===== config.mk =====
export PLATFORM = sky130hd
export DESIGN_NAME = pacman_input_ctrl
export DESIGN_NICKNAME = d
export VERILOG_FILES = /design/src/rtl/pacman_input_ctrl.sv
export SDC_FILE = /design/constraint.sdc
export NUM_CORES = 1
export LEC_CHECK = 0
export ABC_AREA = 1
export CAP_MARGIN = 20
export CELL_PAD_IN_SITES_DETAIL_PLACEMENT = 0
export CELL_PAD_IN_SITES_GLOBAL_PLACEMENT = 1
export CORE_MARGIN = 1.5
export CORE_UTILIZATION = 30
export CTS_CLUSTER_DIAMETER = 100
export DETAILED_ROUTE_END_ITERATION = 16
export DONT_BUFFER_PORTS = 1
export PLACE_DENSITY = 0.65
export SYNTH_ARGS = -nofsm -noshare
export SYNTH_HDL_FRONTEND = slang
export SYNTH_SLANG_ARGS = --single-unit

===== constraint.sdc =====
create_clock -name clk_sys -period 4.35 [get_ports clk_sys]
set_input_delay 0.2175 -clock clk_sys [delete_from_list [all_inputs] [get_ports clk_sys]]
set_output_delay 0.2175 -clock clk_sys [all_outputs]
set_load 0.02 [all_outputs]

===== src/rtl/pacman_input_ctrl.sv =====
// Pac-Man input conditioning: PS/2 + joystick merge and coin pulse shaping.
// Optional autofire on joyN[9] is built when INPUT_AUTOFIRE_EN is defined.
module pacman_input_ctrl #(
  parameter int PULSE_CYC    = 2400000,
  parameter int GAP_CYC      = 2400000,
  parameter int MAX_PEND     = 3,
  parameter int AUTOFIRE_CYC = 1200000
) (
  input  logic        clk_sys,
  input  logic        RESET,
  input  logic [10:0] ps2_key,
  input  logic [15:0] joy1,
  input  logic [15:0] joy2,
  output logic [3:0]  p1_dir,
  output logic [3:0]  p2_dir,
  output logic        p1_fire,
  output logic        p2_fire,
  output logic        start1,
  output logic        start2,
  output logic        cheat,
  output logic        coin_pulse,
  output logic [1:0]  coin_pend
);

  localparam int MAXC = (PULSE_CYC > GAP_CYC) ? PULSE_CYC : GAP_CYC;
  localparam int CW   = $clog2(MAXC + 1);
  localparam logic [1:0] PMAX = 2'(MAX_PEND);

  typedef enum logic [1:0] {IDLE, PULSE, GAP} coin_st_e;

  logic        armed_q, tog_q, ev;
  logic [18:0] key_q, key_d, hit;
  logic [3:0]  p1_dir_q, p2_dir_q;
  logic        p1_fire_q, p2_fire_q;
  logic        start1_q, start2_q, cheat_q;
  logic        raw_q, raw2_q, req, dec;
  logic        f1_src, f2_src, f1, f2;
  coin_st_e    st_q;
  logic [CW-1:0] cnt_q;
  logic [1:0]  pend_q;
  logic        pulse_q;

  assign ev = armed_q & (ps2_key[10] != tog_q);

  // Arrows accept the E0 prefix; everything else must be a plain code.
  always_comb begin
    hit = '0;
    case (ps2_key[7:0])
      8'h75: hit[3] = 1'b1;
      8'h72: hit[2] = 1'b1;
      8'h6B: hit[1] = 1'b1;
      8'h74: hit[0] = 1'b1;
      default: ;
    endcase
    if (!ps2_key[8]) begin
      case (ps2_key[7:0])
        8'h29: hit[4]  = 1'b1;
        8'h14: hit[5]  = 1'b1;
        8'h05: hit[6]  = 1'b1;
        8'h16: hit[7]  = 1'b1;
        8'h06: hit[8]  = 1'b1;
        8'h1E: hit[9]  = 1'b1;
        8'h04: hit[10] = 1'b1;
        8'h2E: hit[11] = 1'b1;
        8'h36: hit[12] = 1'b1;
        8'h0C: hit[13] = 1'b1;
        8'h2D: hit[17] = 1'b1;
        8'h2B: hit[16] = 1'b1;
        8'h23: hit[15] = 1'b1;
        8'h34: hit[14] = 1'b1;
        8'h1C: hit[18] = 1'b1;
        default: ;
      endcase
    end
  end

  always_comb begin
    key_d = key_q;
    if (ev) key_d = ps2_key[9] ? (key_q | hit) : (key_q & ~hit);
  end

  always_ff @(posedge clk_sys or posedge RESET) begin
    if (RESET) begin
      armed_q <= 1'b0;
      tog_q   <= 1'b0;
      key_q   <= '0;
    end else begin
      armed_q <= 1'b1;
      tog_q   <= ps2_key[10];
      key_q   <= key_d;
    end
  end

  assign f1_src = key_q[4] | key_q[5] | joy1[4];
  assign f2_src = key_q[18] | joy2[4];

`ifdef INPUT_AUTOFIRE_EN
  localparam int AW = $clog2(AUTOFIRE_CYC + 1);
  logic          af_q;
  logic [AW-1:0] af_cnt_q;
  logic          unused_joy;
  assign unused_joy = ^{joy1[15:10], joy2[15:10]};

  always_ff @(posedge clk_sys or posedge RESET) begin
    if (RESET) begin
      af_q     <= 1'b1;
      af_cnt_q <= '0;
    end else if (af_cnt_q == AW'(AUTOFIRE_CYC - 1)) begin
      af_q     <= ~af_q;
      af_cnt_q <= '0;
    end else begin
      af_cnt_q <= af_cnt_q + AW'(1);
    end
  end

  assign f1 = joy1[9] ? (f1_src & af_q) : f1_src;
  assign f2 = joy2[9] ? (f2_src & af_q) : f2_src;
`else
  logic unused_joy;
  assign unused_joy = ^{joy1[15:9], joy2[15:9]};
  assign f1 = f1_src;
  assign f2 = f2_src;
`endif

  always_ff @(posedge clk_sys or posedge RESET) begin
    if (RESET) begin
      p1_dir_q  <= '0;
      p2_dir_q  <= '0;
      p1_fire_q <= 1'b0;
      p2_fire_q <= 1'b0;
      start1_q  <= 1'b0;
      start2_q  <= 1'b0;
      cheat_q   <= 1'b0;
      raw_q     <= 1'b0;
      raw2_q    <= 1'b0;
    end else begin
      p1_dir_q  <= key_q[3:0] | joy1[3:0];
      p2_dir_q  <= key_q[17:14] | joy2[3:0];
      p1_fire_q <= f1;
      p2_fire_q <= f2;
      start1_q  <= key_q[6] | key_q[7] | joy1[5] | joy2[5];
      start2_q  <= key_q[8] | key_q[9] | joy1[6] | joy2[6];
      cheat_q   <= key_q[13] | joy1[8] | joy2[8];
      raw_q     <= |key_q[12:10] | joy1[7] | joy2[7];
      raw2_q    <= raw_q;
    end
  end

  assign req = raw_q & ~raw2_q;
  assign dec = (st_q == IDLE) && (pend_q != 2'd0);

  always_ff @(posedge clk_sys or posedge RESET) begin
    if (RESET) begin
      st_q    <= IDLE;
      cnt_q   <= '0;
      pend_q  <= '0;
      pulse_q <= 1'b0;
    end else begin
      case ({req, dec})
        2'b10:   if (pend_q != PMAX) pend_q <= pend_q + 2'd1;
        2'b01:   pend_q <= pend_q - 2'd1;
        default: ;
      endcase
      case (st_q)
        IDLE: if (pend_q != 2'd0) begin
          st_q    <= PULSE;
          cnt_q   <= CW'(PULSE_CYC - 1);
          pulse_q <= 1'b1;
        end
        PULSE: if (cnt_q == '0) begin
          st_q    <= GAP;
          cnt_q   <= CW'(GAP_CYC - 1);
          pulse_q <= 1'b0;
        end else begin
          cnt_q <= cnt_q - CW'(1);
        end
        GAP: if (cnt_q == '0) st_q <= IDLE;
             else cnt_q <= cnt_q - CW'(1);
        default: st_q <= IDLE;
      endcase
    end
  end

  assign p1_dir     = p1_dir_q;
  assign p2_dir     = p2_dir_q;
  assign p1_fire    = p1_fire_q;
  assign p2_fire    = p2_fire_q;
  assign start1     = start1_q;
  assign start2     = start2_q;
  assign cheat      = cheat_q;
  assign coin_pulse = pulse_q;
  assign coin_pend  = pend_q;

endmodule

==> key figures, run 1 <==
Outcome
  – Status: finished, violations left
  – Violated checks: negative hold slack

Detailed routing
  – DRT Pass-1 Iters: 5
  – DRC: 0
  – Routed wire per std cell: 13.0 um
  – Routed vias: 2736
  – DR vias/cell: 4.53
  – Post-route ant nets: 0
  – Routed WL: roughly 7800 um
  – Initial DRC Count: 73

Final layout
  – FF+latch area: 1580 um2
  – Area of the multi-input gates: 1550 um2
  – Most frequent cells in the layout: nand2_1 (103), nor2_1 (68), dfrtp_1 (63), inv_1 (48), nand3_1 (24)
  – # diodes: 0
  – Nets: 509
  – Layout cells sized above 1: 0.112
  – # fillers: 1113
  – Final Instance Count excl. Fillers: approximately 600
  – Synth-to-Final Area Change: 17.2%
  – Commonest non-fill, non-tap cell in the layout: nand2_1

Floorplanning
  – Initial Utilization: 0.308
  – Core footprint: roughly 11000 um2
  – Full die area: 11800 um2
  – Die width: around 110 um
  – Number of top-level pins: 61
  – FP Rows: 38
  – Die height: ~110 um

STA
  – Tmin final: 2.15 ns
  – Setup tns final: 0 ns
  – Period utilization: 0.495
  – Worst Tran Pin Value: 0.808 ns
  – Fin Clk Skew: 0.00879 ns
  – # setup viols final: 0
  – Slew HR: 0.462
  – Fmax: 0.465 GHz
  – Fin. Hold Viols: 32
  – Final Max Tran Viols: 0
  – RSZ-0062 raised after global routing: no
  – Hold Slack: -0.0234 ns

Clock tree
  – CTS clk-pin slew, worst paths: 0.07 ns
  – Cts hold-fix bufs: 18
  – CTS tree: done
  – H-tree levels: 3
  – CTS Buf Count: 9
  – Clock root cell: clkbuf_8
  – Worst-Skew Late Latency: approximately 0.35 ns
  – Setup bufs post-CTS: 0
  – Clock Sinks: 63
  – Clock Path Buffers: 2
  – Post-CTS sizing: 0

Placement
  – IO Port Bufs: 0
  – DP HPWL: 5690 um
  – Routability cong.: 0.782
  – Cell count after placement: 569

Critical path
  – CP Cell Sequence: inv_1, ha_1, nor2_1, inv_1, nor2_1, nor2_1, o21ai_0, nand2_1
  – Most frequent CP cell: nor2_1
  – Required time of the critical path: 4.59 ns
  – CP arrival: 2.39 ns
  – CP Class: flip-flop to flip-flop
  – CP Max Fanout: 8
  – Delay-heaviest family, CP: simple AND/OR/NAND/NOR gates
  – Worst path slowest cell: nor2_1
  – WP buf/inv: 2
  – CP max stage delay: 0.47 ns
  – CP endpoint kind: flip-flop
  – CP Launch Type: flip-flop

Pwr
  – VDD IR max: ~0.16 mV
  – Leakage: 1.84 nW
  – Cell Pwr Density: 332 nW/um2

Min path
  – Hold Path Class: primary input to async pin

Global routing
  – GRT Util Overall: 0.148
  – Vias in the first global route: 2739
  – Initial antenna violation count: 0
  – First-pass GRT wire length: 13300 um
  – Total gr overflow: 0
  – Pin count of the biggest net entering global routing: 64

Synth
  – Synth cell types: 37
  – Seq cells post-synth: 63
  – Synth Instances: 432
  – Yosys warning count: 0
  – Mean Syn Cell Area: 7.76 um2
  – Synth async-reset ratio: 1.00
  – Mapped Area: around 3400 um2
  – Mapped Nets: 482
  – Post-synth EDFFs: 0
  – Part of the Yosys area used for sequential elements: 0.471
  – Ys flop type: dfrtp_1

Run
  – Max-cap viol count: 0
==> where the power goes <==
| part | switching, W | total, W | internal, W |
|---|---|---|---|
| Clock | 0.000254 | 0.000595 | 0.000341 |
| Sequential | 0.0000350 | 0.000641 | 0.000606 |
| Combinational | 0.0000400 | 0.0000696 | 0.0000296 |
| Total | 0.000329 | 0.00131 | 0.000977 |
==> cells in the mapped netlist (3+ instances only) <==
library cell	count	area, um2
a21oi_1	20	100
dfrtp_1	63	1580
ha_1	5	62.6
inv_1	49	184
mux2_2	3	33.8
nand2_1	103	387
nand2_2	4	25.0
nand3_1	24	120
nand4_1	10	62.6
nor2_1	68	255
nor2_2	6	37.5
nor3_1	10	50.1
o21ai_0	23	115
o21ai_2	4	35.0
or2_2	10	62.6
xnor2_1	3	26.3
==> final timing paths <==
kind	depth (start not counted)	endpoint	slack, ns	start
max in group asynchronous	2	cnt_q[21]$_DFFE_PP0P_	3.83	RESET
hold reg to reg	0	raw2_q$_DFF_PP0_	0.38	raw_q$_DFF_PP0_
setup / recovery	8	cnt_q[11]$_DFFE_PP0P_	2.20	st_q[0]$_DFFE_PP0P_
min in group clk_sys	2	flip-flop	0.03	ps2_key[9]
hold / removal	2	cheat$_DFF_PP0_	-0.02	RESET
setup reg to reg	8	cnt_q[11]$_DFFE_PP0P_	2.20	st_q[0]$_DFFE_PP0P_
==> worst register-to-register path, delay by kind of cell (launching register included) <==
family / cells / cell delay (ns)
AOI/OAI and AO/OA: 1 / 0.16
DFF: 1 / 0.41
adders and majority gates: 1 / 0.26
and+or+nand+nor: 4 / 0.92
buffers and inverters: 2 / 0.29
==> through the flow <==
| step | instance area (um2) | power [W] | hold slack, ns | setup WS [ns] | utilization |
|---|---|---|---|---|---|
| 2_1_floorplan | 3350 | 0.000694 | 0.249 | 2.56 | - |
| 3_3_place_gp | 3510 | 0.000709 | 0.249 | 2.19 | 0.322 |
| 3_5_place_dp | 3510 | 0.000712 | 0.249 | 2.16 | 0.322 |
| 4_1_cts | 3920 | 0.00133 | 0.000228 | 2.14 | 0.360 |
| 5_1_grt | 3930 | 0.00136 | 0.00343 | 1.87 | 0.361 |
| 6_report | 3930 | 0.00131 | -0.0234 | 2.20 | 0.361 |
==> metal layers <==
layer  track usage  up-vias  share of wire
met5             0        -              0
met4        0.0705        0          0.025
met3        0.0353       19          0.038
met2         0.248       52           0.48
met1         0.179     1220           0.45
li1              -     1445              -
==> cell families (layout without fill, tap and decap cells) <==
logic type | after synthesis | count (layout) | synth area share
buf+inv | 55 | 87 | 0.0657
simple gates | 249 | 249 | 0.338
compound gates | 52 | 52 | 0.0851
flops | 63 | 63 | 0.470
mux | 3 | 3 | 0.0101
other cells | 1 | 1 | 0.00112
xor+xnor | 4 | 4 | 0.0105
fa+ha+maj | 5 | 5 | 0.0187
==> area by class of cell <==
type,instances,share of cell area
tap,140,0.0446
clock buffer,10,0.0350
sequential,63,0.401
timing repair buffer,20,0.0503
clock inverter,6,0.0236
multi-input combinational,314,0.396
inverter,51,0.0494
Power figures use the tool's default switching activity.
==> run 2: changes to the inputs <==
clock period = 2 ns   (was 4.35 ns; I/O delays follow)
==> run 2 against run 1 <==
  * The run now ends clean
  * Die area stayed put
  * Maximum frequency is 18% higher
  * Worst setup slack got worse by 2.0 ns
  * Wire length is 0.91% higher
  * Design area is 3.3% higher
  * Sequential cell count did not move
  * Cell count up 2.3%
==> key figures, run 2 (synthesis gave the netlist of run 1 again) <==
Critical path
  – CP Launch Type: flip-flop
  – Reg-to-reg slack, setup: 0.18 ns (-2.01 ns)
  – CP Max Fanout: 14 (+6)
  – CP endpoint kind: flip-flop
  – CP arrival: 2.09 ns (-0.30 ns)
  – CP Class: flip-flop to flip-flop
  – Required time of the critical path: 2.27 ns (-2.32 ns)

Placement
  – IO Port Bufs: 0 (unchanged)
  – Routability cong.: 0.812 (+3.8%)
  – DP HPWL: 5710 um (+0.22%)
  – Cell count after placement: 578 (+1.6%)
  – DP Worst Slack: 0.132 ns (-2.03 ns)

Pwr
  – VDD IR max: 0.430 mV (+170%)
  – P_sw: 0.000664 W (+100%)
  – Cell Pwr Density: 687 nW/um2 (+110%)
  – Combinational Power Share: 0.059 (+0.006)
  – Sw Ratio: 0.238 (-0.0137)
  – Clock share of power: 0.440 (-0.016)
  – Sequential power share: 0.501 (+0.010)
  – Leakage: 1.91 nW (+3.8%)
  – Internal Power: 0.00212 W (+120%)

Detailed routing
  – DRT Pass-1 Iters: 4 (-1)
  – Post-route ant nets: 0 (unchanged)
  – DRC: 0 (unchanged)
  – DR vias/cell: 4.53 (about the same)
  – Routed vias: 2798 (+2.3%)
  – Initial DRC Count: 140 (+92%)
  – Routed WL: 7900 um (+0.91%)
  – Routed wire per std cell: 12.8 um (-1.4%)

Clock tree
  – Clock Sinks: 63 (unchanged)
  – Worst-Skew Late Latency: 0.34 ns (about the same)
  – Setup bufs post-CTS: 0 (unchanged)
  – CTS tree: done
  – CTS clk-pin slew, worst paths: 0.07 ns (about the same)
  – CTS Buf Count: 9 (unchanged)
  – Clock Path Buffers: 2 (unchanged)
  – H-tree levels: 3 (unchanged)
  – Clock root cell: clkbuf_8

STA
  – Final Max Tran Viols: 0 (unchanged)
  – Final worst slack: 0.183 ns (-2.01 ns)
  – Fin Clk Skew: 0.00752 ns (-0.00128 ns)
  – Hold Slack: 0.0210 ns (+0.0444 ns)
  – RSZ-0062 raised after global routing: yes
  – Tmin final: 1.82 ns (-0.335 ns)
  – Fmax: 0.550 GHz (+18%)
  – Fin. Hold Viols: 0 (-100%)
  – # setup viols final: 0 (unchanged)
  – Period utilization: 0.909 (+0.414)

Min path
  – Hold Path Class: primary input to flip-flop

Final layout
  – Final Instance Count excl. Fillers: 618 (+2.3%)
  – Synth-to-Final Area Change: 21.1%
  – # diodes: 0 (unchanged)
  – Fin util: 0.373 (+0.0120)
  – # fillers: 1152 (+3.5%)
  – Layout cells sized above 1: 0.123 (+0.0114)
  – Most frequent cells in the layout: nand2_1 (102), nor2_1 (68), dfrtp_1 (63), inv_1 (48), dlygate4sd3_1 (25)
  – Commonest non-fill, non-tap cell in the layout: nand2_1
  – FF+latch area: 1580 um2 (unchanged)
  – Area of the multi-input gates: 1560 um2 (+0.48%)
  – Nets: 524 (+2.9%)

Global routing
  – Total gr overflow: 0 (unchanged)
  – Pin count of the biggest net entering global routing: 64 (unchanged)
  – Initial antenna violation count: 0 (unchanged)
  – GRT Util Overall: 0.149 (+0.00126)
  – Vias in the first global route: 2794 (+2.0%)
  – First-pass GRT wire length: 13400 um (+0.57%)

Floorplanning
  – FP Rows: 38 (unchanged)
  – Die height: 109 um (unchanged)
  – Initial Utilization: 0.308 (unchanged)
  – Full die area: 11800 um2 (unchanged)
  – Core footprint: 10900 um2 (unchanged)
  – Number of top-level pins: 61 (unchanged)
  – Die width: 109 um (unchanged)

Run
  – Max-cap viol count: 0 (unchanged)

Outcome
  – Status: completed
-- run 2: power by group through the flow --
stage,registers [W],clock network [W],logic [W]
finish,0.00140,0.00123,0.000164
global route,0.00140,0.00131,0.000190
CTS,0.00140,0.00127,0.000166
detailed placement,0.00142,0,0.000132
global placement,0.00142,0,0.000129
floorplan,0.00141,0,0.000101
-- run 2: cell type report --
cell class                 count  share of cell area
timing repair buffer          35              0.0833
clock buffer                  12              0.0358
inverter                      51              0.0478
clock inverter                 3              0.0167
sequential                    63               0.389
tap                          140              0.0432
multi-input combinational    314               0.385
-- run 2: critical path, cell delays in order, from the launching register on --
cell and delay [ns]:
dfrtp_1 0.42, inv_1 0.09, ha_1 0.19, inv_2 0.05
or2_1 0.26, nor2_4 0.14, nor2_4 0.05, nand2_4 0.17
inv_4 0.12, nand2_2 0.11, inv_1 0.06, nor2_1 0.09
-- run 2: through the flow --
stage	total power [W]	cell area [um2]	setup TNS, ns
floorplan	0.00151	3350	0
global placement	0.00155	3590	0
detailed placement	0.00155	3590	0
CTS	0.00284	4050	0
global route	0.00291	4060	-0.00968
finish	0.00279	4060	0
-- run 2: final timing paths --
path | start | to | cells after the start
min in group asynchronous | RESET | coin_pend[1]$_DFFE_PP0P_ | 3
max | st_q[0]$_DFFE_PP0P_ | cnt_q[19]$_DFFE_PP0P_ | 11
min | ps2_key[5] | flip-flop | 3
max reg2reg | st_q[0]$_DFFE_PP0P_ | cnt_q[19]$_DFFE_PP0P_ | 11
max in group asynchronous | RESET | cnt_q[12]$_DFFE_PP0P_ | 3
min reg2reg | raw_q$_DFF_PP0_ | raw2_q$_DFF_PP0_ | 0
-- run 2: metal layers --
metal  wire length (um)  up-vias  GRT usage
met5                  0        -          0
met4                120        0     0.0517
met3                394       12     0.0520
met2               3800       60      0.246
met1               3580     1255      0.181
li1                   -     1471          -
-- run 2: timing repair --
item | 4_1_cts | 5_1_grt
endpoints found under the hold margin | 86 | 0
resized for setup | 0 | 2
hold buffers | 25 | 0
setup endpoints to repair | 0 | 3
